==> config.mk <==
export PLATFORM = sky130hd
export DESIGN_NAME = vga_timing_flat
export DESIGN_NICKNAME = d
export VERILOG_FILES = /design/src/rtl/vga_timing_pkg.sv /design/src/rtl/vga_timing_if.sv /design/src/rtl/vga_timing.sv /design/src/flat_wrapper.sv
export SDC_FILE = /design/constraint.sdc
export NUM_CORES = 1
export LEC_CHECK = 0
export ABC_CLOCK_PERIOD_IN_PS = 7450
export BUFFER_PORTS_ARGS = -buffer_cell sky130_fd_sc_hd__buf_2
export CAP_MARGIN = 15
export CORE_ASPECT_RATIO = 1.25
export CORE_MARGIN = 3
export CORE_UTILIZATION = 38
export DETAILED_ROUTE_END_ITERATION = 8
export GPL_TIMING_DRIVEN = 0
export PLACE_DENSITY = 0.67
export SLEW_MARGIN = 30
export SYNTH_ARGS = -nofsm -noshare
export SYNTH_HDL_FRONTEND = slang
export SYNTH_SLANG_ARGS = --single-unit
==> constraint.sdc <==
create_clock -name clk -period 7.45 [get_ports clk]
set_clock_uncertainty 0.2 [all_clocks]
set_input_delay 1.1175 -clock clk [delete_from_list [all_inputs] [get_ports clk]]
set_output_delay 1.1175 -clock clk [all_outputs]
set_load 0.01 [all_outputs]
==> src/rtl/vga_timing_pkg.sv <==
// Shared VGA raster constants and bus layout.
//
// Holds the default 800x600@60 Hz (40 MHz pixel clock) timing, the game
// field size the visible area must match, and the packed bus that every
// drawing stage passes along to the next one.
package vga_timing_pkg;

  // Game field size. The visible raster defaults below must equal these.
  localparam int GAME_WIDTH  = 800;
  localparam int GAME_HEIGHT = 600;

  // Default raster timing (pixels / lines).
  localparam int DEF_H_ACTIVE = GAME_WIDTH;
  localparam int DEF_H_FP     = 40;
  localparam int DEF_H_SYNC   = 128;
  localparam int DEF_H_BP     = 88;   // H_TOTAL = 1056
  localparam int DEF_V_ACTIVE = GAME_HEIGHT;
  localparam int DEF_V_FP     = 1;
  localparam int DEF_V_SYNC   = 4;
  localparam int DEF_V_BP     = 23;   // V_TOTAL = 628
  localparam bit DEF_SYNC_POL = 1'b1; // positive sync pulses

  // Counters are 11 bits wide, so H_TOTAL and V_TOTAL must not exceed 2047.
  localparam int CNT_W = 11;
  localparam int RGB_W = 12;

  typedef struct packed {
    logic [CNT_W-1:0] hcount;
    logic [CNT_W-1:0] vcount;
    logic             hsync;
    logic             vsync;
    logic [RGB_W-1:0] rgb;
  } vga_bus_t;

  localparam int VGA_BUS_SIZE = $bits(vga_bus_t);

  // Pack the individual fields into the bus word.
  function automatic vga_bus_t vga_bus_merge(
    input logic [CNT_W-1:0] hcount,
    input logic [CNT_W-1:0] vcount,
    input logic             hsync,
    input logic             vsync,
    input logic [RGB_W-1:0] rgb
  );
    vga_bus_t b;
    b.hcount = hcount;
    b.vcount = vcount;
    b.hsync  = hsync;
    b.vsync  = vsync;
    b.rgb    = rgb;
    return b;
  endfunction

endpackage

==> src/rtl/vga_timing_if.sv <==
// VGA bus interface between the timing source and the drawing chain.
//
// Signals:
//   vga_bus     packed hcount/vcount/hsync/vsync/rgb word (see vga_bus_t)
//   hblnk       high while hcount >= H_ACTIVE
//   vblnk       high while vcount >= V_ACTIVE
//   frame_start one-cycle strobe while the bus shows pixel (0,0)
// The master modport drives everything; the slave modport only observes.
interface vga_timing_if;
  import vga_timing_pkg::*;

  logic [VGA_BUS_SIZE-1:0] vga_bus;
  logic                    hblnk;
  logic                    vblnk;
  logic                    frame_start;

  modport master (output vga_bus, output hblnk, output vblnk, output frame_start);
  modport slave  (input  vga_bus, input  hblnk, input  vblnk, input  frame_start);

endinterface

==> src/rtl/vga_timing.sv <==
// VGA raster timing source.
//
// Generates the horizontal/vertical raster counters, sync pulses and
// blanking flags and launches them on the VGA bus with rgb forced to black.
// Also emits a one-cycle frame_start strobe while the bus shows (0,0).
//
// Ports:
//   clk          pixel clock (single clock domain)
//   rst          asynchronous, active-low reset
//   vga_bus_out  master side of vga_timing_if (bus, hblnk, vblnk, frame_start)
module vga_timing
  import vga_timing_pkg::*;
#(
  parameter int H_ACTIVE = DEF_H_ACTIVE,
  parameter int H_FP     = DEF_H_FP,
  parameter int H_SYNC   = DEF_H_SYNC,
  parameter int H_BP     = DEF_H_BP,
  parameter int V_ACTIVE = DEF_V_ACTIVE,
  parameter int V_FP     = DEF_V_FP,
  parameter int V_SYNC   = DEF_V_SYNC,
  parameter int V_BP     = DEF_V_BP,
  parameter bit SYNC_POL = DEF_SYNC_POL
) (
  input  logic         clk,
  input  logic         rst,
  vga_timing_if.master vga_bus_out
);

  localparam int H_TOTAL = H_ACTIVE + H_FP + H_SYNC + H_BP;
  localparam int V_TOTAL = V_ACTIVE + V_FP + V_SYNC + V_BP;

  // Decode thresholds sized to the counters to keep every compare same-width.
  localparam logic [CNT_W-1:0] H_LAST     = CNT_W'(H_TOTAL - 1);
  localparam logic [CNT_W-1:0] V_LAST     = CNT_W'(V_TOTAL - 1);
  localparam logic [CNT_W-1:0] H_VIS      = CNT_W'(H_ACTIVE);
  localparam logic [CNT_W-1:0] V_VIS      = CNT_W'(V_ACTIVE);
  localparam logic [CNT_W-1:0] HS_FIRST   = CNT_W'(H_ACTIVE + H_FP);
  localparam logic [CNT_W-1:0] HS_LAST    = CNT_W'(H_ACTIVE + H_FP + H_SYNC - 1);
  localparam logic [CNT_W-1:0] VS_FIRST   = CNT_W'(V_ACTIVE + V_FP);
  localparam logic [CNT_W-1:0] VS_LAST    = CNT_W'(V_ACTIVE + V_FP + V_SYNC - 1);

  logic [CNT_W-1:0] hcount_q, hcount_d;
  logic [CNT_W-1:0] vcount_q, vcount_d;
  logic             hsync_q, hsync_d;
  logic             vsync_q, vsync_d;
  logic             hblnk_q, hblnk_d;
  logic             vblnk_q, vblnk_d;
  logic             frame_start_q, frame_start_d;
  logic             h_wrap;

  // Flags are decoded from the *next* counter values so that, once
  // registered, they line up with the counts they describe on the bus.
  always_comb begin
    h_wrap   = (hcount_q == H_LAST);
    hcount_d = h_wrap ? '0 : hcount_q + 1'b1;
    vcount_d = vcount_q;
    if (h_wrap) begin
      vcount_d = (vcount_q == V_LAST) ? '0 : vcount_q + 1'b1;
    end

    hsync_d       = ((hcount_d >= HS_FIRST) && (hcount_d <= HS_LAST)) ? SYNC_POL : ~SYNC_POL;
    // vcount only moves on an H wrap, so vsync toggles with hcount = 0.
    vsync_d       = ((vcount_d >= VS_FIRST) && (vcount_d <= VS_LAST)) ? SYNC_POL : ~SYNC_POL;
    hblnk_d       = (hcount_d >= H_VIS);
    vblnk_d       = (vcount_d >= V_VIS);
    frame_start_d = (hcount_d == '0) && (vcount_d == '0);
  end

  always_ff @(posedge clk or negedge rst) begin
    if (!rst) begin
      hcount_q      <= '0;
      vcount_q      <= '0;
      hsync_q       <= ~SYNC_POL;
      vsync_q       <= ~SYNC_POL;
      hblnk_q       <= 1'b0;
      vblnk_q       <= 1'b0;
      // Reset state shows (0,0) but is not a frame start; the first strobe
      // comes one full frame after release.
      frame_start_q <= 1'b0;
    end else begin
      hcount_q      <= hcount_d;
      vcount_q      <= vcount_d;
      hsync_q       <= hsync_d;
      vsync_q       <= vsync_d;
      hblnk_q       <= hblnk_d;
      vblnk_q       <= vblnk_d;
      frame_start_q <= frame_start_d;
    end
  end

  assign vga_bus_out.vga_bus     = vga_bus_merge(hcount_q, vcount_q, hsync_q, vsync_q, '0);
  assign vga_bus_out.hblnk       = hblnk_q;
  assign vga_bus_out.vblnk       = vblnk_q;
  assign vga_bus_out.frame_start = frame_start_q;

endmodule

==> src/flat_wrapper.sv <==
// flat-port wrapper written by rule: the top's interface ports become plain ports
module vga_timing_flat import vga_timing_pkg::*;
#(
  parameter int H_ACTIVE = DEF_H_ACTIVE,
  parameter int H_FP     = DEF_H_FP,
  parameter int H_SYNC   = DEF_H_SYNC,
  parameter int H_BP     = DEF_H_BP,
  parameter int V_ACTIVE = DEF_V_ACTIVE,
  parameter int V_FP     = DEF_V_FP,
  parameter int V_SYNC   = DEF_V_SYNC,
  parameter int V_BP     = DEF_V_BP,
  parameter bit SYNC_POL = DEF_SYNC_POL
)
  (clk, rst, vga_bus_out_vga_bus, vga_bus_out_hblnk, vga_bus_out_vblnk, vga_bus_out_frame_start);
  vga_timing_if vga_bus_out_i ();
  input  logic clk;
  input  logic rst;
  output wire logic [$bits(vga_bus_out_i.vga_bus)-1:0] vga_bus_out_vga_bus;
  output wire logic [$bits(vga_bus_out_i.hblnk)-1:0] vga_bus_out_hblnk;
  output wire logic [$bits(vga_bus_out_i.vblnk)-1:0] vga_bus_out_vblnk;
  output wire logic [$bits(vga_bus_out_i.frame_start)-1:0] vga_bus_out_frame_start;
  assign vga_bus_out_vga_bus = vga_bus_out_i.vga_bus;
  assign vga_bus_out_hblnk = vga_bus_out_i.hblnk;
  assign vga_bus_out_vblnk = vga_bus_out_i.vblnk;
  assign vga_bus_out_frame_start = vga_bus_out_i.frame_start;
  vga_timing #(.H_ACTIVE(H_ACTIVE), .H_FP(H_FP), .H_SYNC(H_SYNC), .H_BP(H_BP), .V_ACTIVE(V_ACTIVE), .V_FP(V_FP), .V_SYNC(V_SYNC), .V_BP(V_BP), .SYNC_POL(SYNC_POL)) u_core (.clk(clk), .rst(rst), .vga_bus_out(vga_bus_out_i));
endmodule
==> run metrics <==
Final setup viols=0; Avg Cell Area, Syn=9.10 µm²; GPL Wtd Cong=0.810; CP Launch Type=register; GR Overflow Total=0; Worst Max-Slew Pin Slew=613 ps; Area Growth Syn to Fin=16.3%; chip width=68.4 µm; final worst-path cycle share=0.443; postcts setup bufs=0; clock transition at the registers of the reported paths=90 ps; yosys warns=0; Remaining DRCs=0; CP most frequent cell=nor4_1; worst r2r src=u_core.hcount_q[0]$_DFF_PN0_; CP Launch Point=u_core.hcount_q[0]$_DFF_PN0_; worst hold stages=1; Port Buf Inserts=28; vias in the first global route=1410; H-tree depth=1; Final Max Tran Viols=0; Final #Nets=253; final WL=3.92 mm; kind of critical path=register to register; Crit path largest cell delay=460 ps; fin util=0.471; Place WS=4140 ps; latest clock arrival within the worst-skew pair=270 ps; final hold vios=0; DRT iter0 DRCs=73; DR vias=1549; RSZ-0062 raised after global routing=false; Netlist Area Pre-Place=1850 µm²; Clock Path Buffers=2; sequential element share of the synthesized area=0.366; Die H=83.9 µm; dominant synthesized flop cell=dfrtp_1; crit path max fanout=10; antenna violations before repair=0; core area=4560 µm²; CTS tree=yes; most frequent cells in the layout=buf_2, dfrtp_1, buf_4; CP top delay family=simple AND/OR/NAND/NOR gates; critical path arrival=3260 ps; GRT Total Usage=0.144; ANT cells=0; DRT antenna net count=0; status=finished clean; worst hold endpoint=u_core.hcount_q[0]$_DFF_PN0_; WL/cell=12.9 µm; number of buffers created by CTS=3; # rows=27; drt pass-1 iters=4; Min-Delay Startpoint=u_core.hcount_q[0]$_DFF_PN0_; Final Power=0.241 mW; PwrDens=112 nW/µm²; setup TNS=0 ps; Tmin final=3300 ps; worst path bufs/invs=2; IO Pins=41; worst path cell trace=ha_1 -> clkdlybuf4s15_2 -> and4_1 -> clkbuf_1 -> nand3_1 -> nor4_1 -> xnor2_1 -> o21ai_0 -> nor4_1; Fmax=303 MHz; count of flip-flops with a built-in enable after synthesis=0; Starting Density=0.405; reg-to-reg slack, setup=4150 ps; first-pass GRT wire length=6.51 mm; R2R Path End=u_core.vga_bus_out.frame_start$_DFF_PN0_; share of cells above drive strength 1=0.260; Mapped Cells=203; MaxCap Viol Count=0; post-CTS sizing=0; most common cell after layout, fill and taps aside=buf_2; crit end category=register; vias per cell=5.10; Worst Reg-to-Reg Cells=9; hold_buf cts=0; peak supply drop=0.0488 mV; max_slew headroom=0.591; post-route setup slack=4150 ps; clock sink count=27; asr flop ratio synth=1.00; Hold WS=370 ps; Static Leakage=1.04 nW; CP required=7410 ps; hpwl dp=2.96 mm; slowest CP cell=dfrtp_1; largest net degree at the start of global routing=28; Root Driver=clkbuf_8; Yosys cell types=53; FF+latch count, synth=27; die area=5740 µm²; class of the worst hold path=register to register
## where the power goes
| part | switching, mW | internal [mW] |
|---|---|---|
| clock | 0.0467 | 0.0375 |
| sequential | 0 | 0.146 |
| combinational | 0.00628 | 0.00423 |
## stage by stage
stage / instances / area [µm²]
after detailed placement: 300 / 2100
after floorplan: 214 / 1890
final: 304 / 2150
after global routing: 304 / 2150
after CTS: 304 / 2150
after global placement: 300 / 2100
## state kept, by name, summed over array words and instances, names as in the netlist
name,cells
u_core.hcount_q,11
u_core.hsync_q,1
u_core.vcount_q,11
u_core.vga_bus_out.frame_start,1
u_core.vga_bus_out.hblnk,1
u_core.vga_bus_out.vblnk,1
u_core.vsync_q,1
## synth_stat cells (2+ instances only)
cell,count,area (µm²)
dfrtp_1,27,676
buf_4,17,128
nand2_1,16,60.1
nor2_1,16,60.1
xnor2_1,13,114
nand3_1,11,55.1
nand4_1,8,50.1
o21ai_0,8,40.0
clkbuf_1,7,26.3
inv_1,6,22.5
nor3_1,6,30.0
xor2_1,6,52.6
a21oi_1,4,20.0
ha_1,4,50.1
a31oi_1,3,18.8
and2_1,3,18.8
and3_1,3,18.8
clkbuf_8,3,41.3
nand3b_1,3,22.5
a211oi_1,2,15.0
nand2b_1,2,12.5
nand4b_1,2,17.5
nor4_1,2,12.5
or4_1,2,15.0
## logic make-up (layout without fill, tap and decap cells)
group                      Yosys count  in the layout  synth area share
and+or+nand+nor                     86             86             0.266
buffers and inverters               35             67             0.130
AOI/OAI and AO/OA                   29             29             0.108
DFF                                 27             27             0.366
xor gates and xnor gates            19             19            0.0901
adders and majority gates            4              4            0.0271
muxes                                2              2            0.0115
other                                1             12           0.00203
## worst reg2reg max path, cell delays in order, from the launching register on
cell and delay (ps):
dfrtp_1 460, ha_1 180, clkdlybuf4s15_2 270, and4_1 200, clkbuf_1 300, nand3_1 410, nor4_1 440, xnor2_1 170
o21ai_0 210, nor4_1 360
## per-layer routing
metal,global-route usage,vias up,wire (µm)
li1,-,772,-
met1,0.175,740,1670
met2,0.261,35,2090
met3,0.0162,2,138
met4,0.0325,0,19
met5,0,-,0
## how the worst max path moves through the flow
stage / cells past startpoint / slack [ps] / to
finish: 9 / 4150 / u_core.vga_bus_out.frame_start$_DFF_PN0_
global route: 9 / 3750 / u_core.vga_bus_out.frame_start$_DFF_PN0_
CTS: 9 / 4120 / u_core.vga_bus_out.frame_start$_DFF_PN0_
detailed placement: 9 / 4140 / u_core.vga_bus_out.frame_start$_DFF_PN0_
global placement: 9 / 4170 / u_core.vga_bus_out.frame_start$_DFF_PN0_
floorplan: 8 / 4600 / u_core.vsync_q$_DFF_PN0_
## cell type report
class,count,area (µm²)
buffer,29,218
clock buffer,3,41.3
clock inverter,1,5.00
fill,463,2410
inverter,6,22.5
multi-input combinational,152,972
sequential,27,676
tap,58,72.6
timing repair buffer,28,140
(Power assumes the default switching activity.)
